`src/rtl/fisc_pkg.sv`:
```
// Shared types and default vectors for the FISC control sequencer.
package fisc_pkg;

    typedef enum logic [2:0] {
        COLDSTART = 3'd0,
        FETCH     = 3'd1,
        DECODE    = 3'd2,
        EXECUTE   = 3'd3,
        MEMACCESS = 3'd4,
        WRITEBACK = 3'd5,
        HALTED    = 3'd6,
        INTACK    = 3'd7
    } cpu_state_t;

    localparam logic [63:0] DEF_RESET_VEC = 64'h0;
    localparam logic [63:0] DEF_IRQ_VEC   = 64'h100;
    localparam logic [63:0] DEF_NMI_VEC   = 64'h80;

endpackage

```
`src/rtl/fisc_irq_ctrl.sv`:
```
// Interrupt bookkeeping: NMI falling-edge latch, interrupt enable and
// NMI-over-IRQ priority select for the instruction boundary.
module fisc_irq_ctrl
    import fisc_pkg::*;
#(
    parameter int                ADDR_W  = 64,
    parameter logic [ADDR_W-1:0] IRQ_VEC = ADDR_W'(DEF_IRQ_VEC),
    parameter logic [ADDR_W-1:0] NMI_VEC = ADDR_W'(DEF_NMI_VEC)
) (
    input  logic              clk,
    input  logic              reset,
    input  logic              int_n,
    input  logic              nmi_n,
    input  logic              set_ie,
    input  logic              clr_ie,
    input  logic              ack,
    input  logic              ack_nmi,
    output logic              take_nmi,
    output logic              take_irq,
    output logic [ADDR_W-1:0] vector
);

    logic nmi_q_reg;
    logic nmi_pend_reg;
    logic ie_reg;
    logic ie_eff;
    logic nmi_fall;

    assign nmi_fall = nmi_q_reg & ~nmi_n;

    // The boundary decision sees the enable as it will be after this
    // instruction's EI/DI takes effect; DI wins over EI.
    always_comb begin
        ie_eff = ie_reg;
        if (clr_ie)
            ie_eff = 1'b0;
        else if (set_ie)
            ie_eff = 1'b1;
    end

    assign take_nmi = nmi_pend_reg;
    assign take_irq = ~nmi_pend_reg & ie_eff & ~int_n;
    assign vector   = nmi_pend_reg ? NMI_VEC : IRQ_VEC;

    // Edge detection runs regardless of wait_n so a short NMI is never lost.
    always_ff @(posedge clk) begin
        if (reset) begin
            nmi_q_reg    <= 1'b1;
            nmi_pend_reg <= 1'b0;
            ie_reg       <= 1'b0;
        end else begin
            nmi_q_reg <= nmi_n;
            if (nmi_fall)
                nmi_pend_reg <= 1'b1;
            else if (ack && ack_nmi)
                nmi_pend_reg <= 1'b0;

            if (ack || clr_ie)
                ie_reg <= 1'b0;
            else if (set_ie)
                ie_reg <= 1'b1;
        end
    end

endmodule

```
`src/rtl/fisc_sequencer.sv`:
```
// Multicycle FISC control sequencer: owns PC and instruction latch, runs the
// bus handshake and steps F/D/E/M/W with HALT and interrupt entry.
module fisc_sequencer
    import fisc_pkg::*;
#(
    parameter int                ADDR_W    = 64,
    parameter int                DATA_W    = 64,
    parameter int                INSN_W    = 32,
    parameter logic [ADDR_W-1:0] RESET_VEC = ADDR_W'(DEF_RESET_VEC),
    parameter logic [ADDR_W-1:0] IRQ_VEC   = ADDR_W'(DEF_IRQ_VEC),
    parameter logic [ADDR_W-1:0] NMI_VEC   = ADDR_W'(DEF_NMI_VEC)
) (
    input  logic              clk,
    input  logic              reset,
    input  logic              int_n,
    input  logic              nmi_n,
    input  logic              wait_n,
    input  logic              rdy,
    input  logic [DATA_W-1:0] din,
    output logic [DATA_W-1:0] dout,
    output logic              dout_en,
    output logic [ADDR_W-1:0] a,
    output logic              rd_n,
    output logic              wr_n,
    output logic              opcycle_n,
    output logic              ioack_n,
    output logic              halt_n,
    output logic [INSN_W-1:0] insn,
    output logic [2:0]        state,
    input  logic              dec_mem,
    input  logic              dec_store,
    input  logic              dec_branch,
    input  logic              dec_halt,
    input  logic              dec_ei,
    input  logic              dec_di,
    input  logic [ADDR_W-1:0] ex_addr,
    input  logic [DATA_W-1:0] ex_wdata,
    output logic              wb_en,
    output logic [DATA_W-1:0] wb_data,
    output logic [ADDR_W-1:0] epc
);

    localparam logic [ADDR_W-1:0] PC_STEP = ADDR_W'(INSN_W / 8);

    cpu_state_t        state_reg;
    logic [ADDR_W-1:0] pc_reg;
    logic [ADDR_W-1:0] a_reg;
    logic [ADDR_W-1:0] epc_reg;
    logic [ADDR_W-1:0] vec_reg;
    logic [DATA_W-1:0] dout_reg;
    logic [DATA_W-1:0] wb_data_reg;
    logic [INSN_W-1:0] insn_reg;
    logic              rd_n_reg;
    logic              wr_n_reg;
    logic              opcycle_n_reg;
    logic              ioack_n_reg;
    logic              halt_n_reg;
    logic              dout_en_reg;
    logic              wb_en_reg;
    logic              entry_nmi_reg;

    logic f_mem_reg;
    logic f_store_reg;
    logic f_branch_reg;
    logic f_halt_reg;
    logic f_ei_reg;
    logic f_di_reg;

    logic              take_nmi;
    logic              take_irq;
    logic [ADDR_W-1:0] vector;
    logic              set_ie;
    logic              clr_ie;
    logic              ack;

    assign set_ie = wait_n && (state_reg == WRITEBACK) && f_ei_reg;
    assign clr_ie = wait_n && (state_reg == WRITEBACK) && f_di_reg;
    assign ack    = wait_n && (state_reg == INTACK);

    fisc_irq_ctrl #(
        .ADDR_W  (ADDR_W),
        .IRQ_VEC (IRQ_VEC),
        .NMI_VEC (NMI_VEC)
    ) u_irq_ctrl (
        .clk      (clk),
        .reset    (reset),
        .int_n    (int_n),
        .nmi_n    (nmi_n),
        .set_ie   (set_ie),
        .clr_ie   (clr_ie),
        .ack      (ack),
        .ack_nmi  (entry_nmi_reg),
        .take_nmi (take_nmi),
        .take_irq (take_irq),
        .vector   (vector)
    );

    // Strobes are set on the edge entering a bus state and cleared on the
    // edge leaving it, so every output here is a flop.
    always_ff @(posedge clk) begin
        if (reset) begin
            state_reg     <= COLDSTART;
            pc_reg        <= RESET_VEC;
            a_reg         <= '0;
            epc_reg       <= '0;
            vec_reg       <= '0;
            dout_reg      <= '0;
            wb_data_reg   <= '0;
            insn_reg      <= '0;
            rd_n_reg      <= 1'b1;
            wr_n_reg      <= 1'b1;
            opcycle_n_reg <= 1'b1;
            ioack_n_reg   <= 1'b1;
            halt_n_reg    <= 1'b1;
            dout_en_reg   <= 1'b0;
            wb_en_reg     <= 1'b0;
            entry_nmi_reg <= 1'b0;
            f_mem_reg     <= 1'b0;
            f_store_reg   <= 1'b0;
            f_branch_reg  <= 1'b0;
            f_halt_reg    <= 1'b0;
            f_ei_reg      <= 1'b0;
            f_di_reg      <= 1'b0;
        end else if (wait_n) begin
            wb_en_reg   <= 1'b0;
            ioack_n_reg <= 1'b1;
            unique case (state_reg)
                COLDSTART: begin
                    state_reg     <= FETCH;
                    a_reg         <= pc_reg;
                    rd_n_reg      <= 1'b0;
                    opcycle_n_reg <= 1'b0;
                end
                FETCH: begin
                    if (rdy) begin
                        insn_reg      <= din[INSN_W-1:0];
                        pc_reg        <= pc_reg + PC_STEP;
                        rd_n_reg      <= 1'b1;
                        opcycle_n_reg <= 1'b1;
                        state_reg     <= DECODE;
                    end
                end
                DECODE: begin
                    f_mem_reg    <= dec_mem;
                    f_store_reg  <= dec_store;
                    f_branch_reg <= dec_branch;
                    f_halt_reg   <= dec_halt;
                    f_ei_reg     <= dec_ei;
                    f_di_reg     <= dec_di;
                    state_reg    <= EXECUTE;
                end
                EXECUTE: begin
                    if (f_halt_reg) begin
                        halt_n_reg <= 1'b0;
                        state_reg  <= HALTED;
                    end else if (f_mem_reg) begin
                        a_reg     <= ex_addr;
                        state_reg <= MEMACCESS;
                        if (f_store_reg) begin
                            dout_reg    <= ex_wdata;
                            wr_n_reg    <= 1'b0;
                            dout_en_reg <= 1'b1;
                        end else begin
                            rd_n_reg <= 1'b0;
                        end
                    end else begin
                        if (f_branch_reg)
                            pc_reg <= ex_addr;
                        wb_en_reg <= ~f_branch_reg;
                        state_reg <= WRITEBACK;
                    end
                end
                MEMACCESS: begin
                    if (rdy) begin
                        if (!f_store_reg)
                            wb_data_reg <= din;
                        rd_n_reg    <= 1'b1;
                        wr_n_reg    <= 1'b1;
                        dout_en_reg <= 1'b0;
                        wb_en_reg   <= ~f_store_reg;
                        state_reg   <= WRITEBACK;
                    end
                end
                WRITEBACK: begin
                    if (take_nmi || take_irq) begin
                        vec_reg       <= vector;
                        entry_nmi_reg <= take_nmi;
                        ioack_n_reg   <= 1'b0;
                        state_reg     <= INTACK;
                    end else begin
                        a_reg         <= pc_reg;
                        rd_n_reg      <= 1'b0;
                        opcycle_n_reg <= 1'b0;
                        state_reg     <= FETCH;
                    end
                end
                HALTED: begin
                    if (take_nmi || take_irq) begin
                        vec_reg       <= vector;
                        entry_nmi_reg <= take_nmi;
                        ioack_n_reg   <= 1'b0;
                        halt_n_reg    <= 1'b1;
                        state_reg     <= INTACK;
                    end
                end
                INTACK: begin
                    epc_reg       <= pc_reg;
                    pc_reg        <= vec_reg;
                    a_reg         <= vec_reg;
                    rd_n_reg      <= 1'b0;
                    opcycle_n_reg <= 1'b0;
                    state_reg     <= FETCH;
                end
            endcase
        end
    end

    assign state     = state_reg;
    assign a         = a_reg;
    assign dout      = dout_reg;
    assign dout_en   = dout_en_reg;
    assign rd_n      = rd_n_reg;
    assign wr_n      = wr_n_reg;
    assign opcycle_n = opcycle_n_reg;
    assign ioack_n   = ioack_n_reg;
    assign halt_n    = halt_n_reg;
    assign insn      = insn_reg;
    assign wb_en     = wb_en_reg;
    assign wb_data   = wb_data_reg;
    assign epc       = epc_reg;

endmodule

```
`config.mk`:
```
export PLATFORM = sky130hd
export DESIGN_NAME = fisc_sequencer
export DESIGN_NICKNAME = d
export VERILOG_FILES = /design/src/rtl/fisc_pkg.sv /design/src/rtl/fisc_irq_ctrl.sv /design/src/rtl/fisc_sequencer.sv
export SDC_FILE = /design/constraint.sdc
export NUM_CORES = 1
export LEC_CHECK = 0
export CAP_MARGIN = 15
export CORE_UTILIZATION = 42
export DETAILED_ROUTE_END_ITERATION = 10
export GPL_ROUTABILITY_DRIVEN = 0
export GPL_TIMING_DRIVEN = 0
export PLACE_DENSITY = 0.74
export RECOVER_POWER = 100
export SYNTH_ARGS = -nofsm -noshare
export SYNTH_HDL_FRONTEND = slang
export SYNTH_SLANG_ARGS = --single-unit
```
`constraint.sdc`:
```
create_clock -name clk -period 2.3 [get_ports clk]
set_input_delay 0.46 -clock clk [delete_from_list [all_inputs] [get_ports clk]]
set_output_delay 0.46 -clock clk [all_outputs]
set_load 0.02 [all_outputs]
```
# Yosys cells after proc, flatten, opt, wreduce, memory -nomap -nowiden
# Cells that the tools add are included.
[op_classes]
add_sub_neg = 1
eq_ne = 19
n_mux = 46
bitwise = 9
reduce_logical = 32
[ops]
columns = ["cell", "count"]
rows = [
  ["two-way mux 64 bit", 7],
  ["case mux 64 bit (4 select lines)", 1],
  ["case mux 64 bit (3 select lines)", 1],
  ["adder 64 x 3 -> 64 bit, second input constant", 1],
  ["two-way mux 1 bit", 24],
  ["inequality test 2 bit, second input constant", 11],
  ["case mux 3 bit (7 select lines)", 1],
  ["AND reduction 4 bit", 4],
  ["equality test 3 bit, second input constant", 4],
  ["two-way mux 3 bit", 4],
  ["AND reduction 6 bit", 2],
  ["AND reduction 5 bit", 2],
  ["two-way mux 9 bit", 1],
  ["case mux 1 bit (2 select lines)", 4],
  ["nonzero test 4 bit", 2],
  ["OR reduction 2 bit", 4],
  ["AND reduction 7 bit", 1],
  ["equality test 3 x 2 -> 1 bit, second input constant", 2],
  ["inverter 1 bit", 6],
  ["AND reduction 3 bit", 2],
  ["nonzero test 2 bit", 3],
  ["nonzero test 3 bit", 2],
  ["logical AND 1 bit", 5],
  ["case mux 1 bit (4 select lines)", 1],
  ["other kinds (8)", 12],
]
[word_totals]
ff_bits = 436
in_bits = 204
wordCells = 132

# Longest topological paths before layout
# Gate-level depths: netlist (run 1).
[logic_depth]
depth_word = 10
mapped_depth = 9
depth_no_buf = 7

# Modules after synthesis
# A second synthesis (run 1) with hierarchy kept.
[hier_totals]
hier_cells = 2516
area_unflattened_um2 = 19284.7
[modules_own_cells]
columns = ["module", "instances", "cells_per_inst", "area_each_um2"]
rows = [
  ["fisc_sequencer", 1, 2441, 18695.4],
  ["fisc_irq_ctrl", 1, 75, 589.3],
]

# Worst setup path before layout (run 1)
# No wires, ideal clock.
[synth_path]
path_kind = "input-to-reg"
startpoint = "in wait_n"
endpoint = "reg a_reg[57] (netlist: a[57])"
setup_ns = 0.132
t_arrival_ns = 1.949
required_ns = 2.168
path_slack_ns = 0.219
cell_stages = 8
path_buffers = 2
path_cell_list = "buf_2 > and4b_1 > a21o_1 > a21oi_2 > a41oi_2 > clkbuf_1 > a221oi_1 > nor3_1"
[synth_between]
elab_chain_len = 9
elab_cells_between_ends = 10
cone_classes = "1 x eq/ne; 2 x mux; 2 x bitwise; 5 x reduce/logical"
[synth_lines]
columns = ["element", "line", "rtl"]
rows = [
  ["start, declared", "fisc_sequencer.sv:17", "input logic wait_n,"],
  ["logical AND 1 bit", "fisc_sequencer.sv:76, fisc_sequencer.sv:77", ""],
  ["logical AND 1 bit", "fisc_sequencer.sv:76", "assign set_ie = wait_n && (state_reg == WRITEBACK) && f_ei_reg;"],
  ["two-way mux 1 bit", "fisc_irq_ctrl.sv:37", "else if (set_ie)"],
  ["two-way mux 1 bit", "fisc_irq_ctrl.sv:35", "if (clr_ie)"],
  ["bitwise AND 1 bit (2 in series)", "fisc_irq_ctrl.sv:42", "assign take_irq = ~nmi_pend_reg & ie_eff & ~int_n;"],
  ["logical OR 1 bit", "fisc_sequencer.sv:185", "if (take_nmi || take_irq) begin"],
  ["inequality test 2 bit (no source line)", "n/a", ""],
  ["AND reduction 5 bit (no source line) *", "n/a", ""],
  ["end signal, assigned", "fisc_sequencer.sv:157", "a_reg <= ex_addr;"],
  ["end signal, assigned", "fisc_sequencer.sv:191", "a_reg <= pc_reg;"],
  ["end signal, assigned", "fisc_sequencer.sv:209", "a_reg <= vec_reg;"],
  ["end, declared", "fisc_sequencer.sv:47", "logic [ADDR_W-1:0] a_reg;"],
]
# Mark *: on every way between the ends. The rest lies on a longest branch, timed or not.
# A chain may end at the register's enable or synchronous reset.

==> results of run 1 <==
[cell type report]
type                       instances  area share
antenna                            3   0.0003275
sequential                       373      0.3263
clock inverter                    10    0.004749
multi-input combinational       1433      0.3293
buffer                           169     0.03565
clock buffer                      61     0.05382
tap                              468     0.02555
inverter                          14    0.002293
timing repair buffer             508      0.2220
[routing by layer]
layer | wire length (µm) | up-vias | global-route usage
met5 | 0 | - | 0
met4 | 3144 | 0 | 0.1584
met3 | 8533 | 232 | 0.1074
met2 | 30740 | 1182 | 0.5524
met1 | 24210 | 8230 | 0.4041
li1 | - | 8053 | -
[logic make-up (layout without fill, tap and decap cells)]
logic type                 after synthesis  in the layout  share of synthesized area
DFF                                    373            373                     0.4797
buffers and inverters                  189            762                    0.04927
other                                    0              3                          0
and+or+nand+nor                        909            909                     0.2600
AOI/OAI and AO/OA                      501            501                     0.1963
xor gates and xnor gates                 3              3                   0.001688
muxes                                   19             19                    0.01230
adders and majority gates                1              1                  0.0008036
[cell usage in the layout (no fill, tap or decap), types with 43 or more instances in the layout]
cell	count
a21oi_1	275
clkbuf_16	43
o21ai_0	51
nand2_1	531
clkbuf_1	90
dlygate4sd3_1	297
clkbuf_2	45
dfxtp_1	365
nand3_1	43
nor2_1	135
clkdlybuf4s50_1	202
nor3_1	73
[how the worst min path moves through the flow]
stage,slack [ns],to
3_5_place_dp,0.45,wb_data[6]
2_1_floorplan,0.45,epc[0]
5_1_grt,0.42,halt_n
4_1_cts,0.37,halt_n
3_3_place_gp,0.44,a[7]
6_report,0.40,halt_n
[per-stage QoR]
| step | hold slack [ns] | utilization |
|---|---|---|
| 6_report | 0.3997 | 0.6276 |
| 5_1_grt | 0.4178 | 0.6275 |
| 4_1_cts | 0.3701 | 0.6224 |
| 3_5_place_dp | 0.4456 | 0.5790 |
| 3_3_place_gp | 0.4411 | 0.5790 |
| 2_1_floorplan | 0.4452 | - |
[timing repair]
item,4_1_cts,5_1_grt
pin swaps,4,7
endpoints found under the setup margin,315,324
gates resized for setup,65,85
buffers inserted,7,2
[cells in the mapped netlist (all sizes together) (9+ instances only)]
cell type  number
nand2         532
dfxtp         373
a21oi         277
nor2          139
clkbuf        130
nor3           77
o21ai          54
nand3          49
a221oi         48
buf            45
nand4          26
nor4           21
and3           19
mux2i          18
a31oi          17
inv            13
o22ai          13
a311oi         12
o31ai          11
a22oi           9
a32oi           9
and2            9
[tightest hold or removal path, stage by stage]
cell     delay (ns)
buf_2          0.17
nand2_1        0.16
o31ai_1        0.10
[power groups by stage]
| stage | clock network, W | registers [W] | logic, W |
|---|---|---|---|
| 6_report | 0.00662 | 0.00671 | 0.00157 |
| 5_1_grt | 0.00692 | 0.00673 | 0.00165 |
| 4_1_cts | 0.00665 | 0.00671 | 0.00157 |
| 3_5_place_dp | 0 | 0.00685 | 0.00153 |
| 3_3_place_gp | 0 | 0.00685 | 0.00151 |
| 2_1_floorplan | 0 | 0.00696 | 0.000509 |
==> flow_summary.ini, run 1 <==
[critical_path]
critPathLaunchType = input port
crit_family = buffers and inverters
path_cells = dlygate4sd3_1 > clkinv_1 > nand2_1 > clkbuf_2 > o22ai_1 > o2bb2ai_1
rrSetupSlack_ns = 0.02
slowest_stage = dlygate4sd3_1
crit_cells = 6
worstSetupEndpointType = flop
startpoint = reset
crit_path_max_fanout = 10
path_class = input port to flop
rr_worst_depth = 8
crit_path_end = pc_reg[39]
crit_required_ns = 2.72
cpPeakStageDelay_ns = 0.59
crit_buf_inv = 3
r2r_start = pc_reg[19]
rr_endpoint = pc_reg[53]
arrival_ns = 2.83

[logic_synthesis]
netlist_top_cells_area = dfxtp_1 48%, nand2_1 13%, a21oi_1 8.9%
synthFlopType = dfxtp_1
synth.distinct_cells = 72
yosysWarnings = 0
async_reset_ff_frac = 0
syn-instance-count = 1995
seq_area_frac_synth = 0.4797
ys_ff_latch = 373
synth_nets = 2200
synth_area_per_cell_um2 = 7.803
mappedNetlistArea_um2 = 15570
synth_edf_count = 0
yosysTopAreaCellShare = 0.4797
synth_largest_area_cell = dfxtp_1

[sta]
worst_pin_slew_ns = 0.8698
layout_setup_ws_ns = -0.1027
slew_headroom = 0.4201
finalHoldViolations = 0
skew_ns = 0.02824
tns_ns = -0.1892
fmax_ghz = 0.4162
min_period_over_period = 1.045
report.final.slew_viol_count = 0
setup_viol = 6
period_needed_ns = 2.403
rsz0062_at_grt = yes

[cells_and_area]
final_net_count = 2745
design_area_um2 = 22920
register_area_um2 = 7480
fillCellCount = 3207
drive_gt1_frac = 0.08528
multi_input_area_um2 = 7548
fin_cells = 3039
area_growth_syn_to_layout_pct = 47.23

[pwr]
intPower_w = 0.01122
power_switching_w = 0.003681
p_clk_frac = 0.444
peakVddDrop_uv = 508.9
p_sw_frac = 0.2470
p_comb_frac = 0.105
power_w = 0.01490
p_seq_frac = 0.451
powerDensity_nw_per_um2 = 650.2
p_leak_nw = 8.704

[worst_hold_path]
min_from = wait_n
whs_path_depth = 3
holdCritPathClass = input port to flop

[clocking]
htree_levels = 2
cts_tree = built
cts_sinks = 373
insertion_delay_ns = 0.56
cts_root_buffer = clkbuf_16
path_clk_slew_ns = 0.06
hold_buffers = 0
ctsLongestPathBuffers = 3
cts_buffers = 41

[run_status]
status = finished, violations left
violations = setup timing

[floorplan]
fp.dieW_um = 194.5
die_area_um2 = 37840
core.rowCount = 70
initial_utilization = 0.4262
core_area_um2 = 36520
io_pins = 502
fp.dieH_um = 194.5

[detailed_routing]
drt_pass1_iterations = 9
antenna_left = 0
drt_iter0_drc = 2127
viasPerCell = 5.823
num_vias = 17697
drt-total-wl_um = 66630
wire_per_inst_um = 21.93
drc_errors = 0

[global_routing]
grt_max_degree = 14
grt_pass1_wl_um = 98960
grt.total_usage = 0.3385
grt_pass1_vias = 16850
gr-total-overflow = 0
grt_antenna_before_repair = 4

[placement]
dp_cells = 2962
place_area_um2 = 21150
dp_hpwl_um = 49750
place_ws_ns = -0.8049
io_buffers = 499

[job]
maxCapViolations = 0
(Power assumes the default switching activity.)
==> inputs of run 2 (changes only) <==
--- a/config.mk
+++ b/config.mk
@@ -5,8 +5,9 @@
 export SDC_FILE = /design/constraint.sdc
 export NUM_CORES = 1
 export LEC_CHECK = 0
-export CAP_MARGIN = 15
+export CAP_MARGIN = 20
 export CORE_UTILIZATION = 42
+export CTS_CLUSTER_SIZE = 24
 export DETAILED_ROUTE_END_ITERATION = 10
 export GPL_ROUTABILITY_DRIVEN = 0
 export GPL_TIMING_DRIVEN = 0
==> results of run 2 <==
Same layout as run 1: the final DEF is identical, and so are final timing and power.
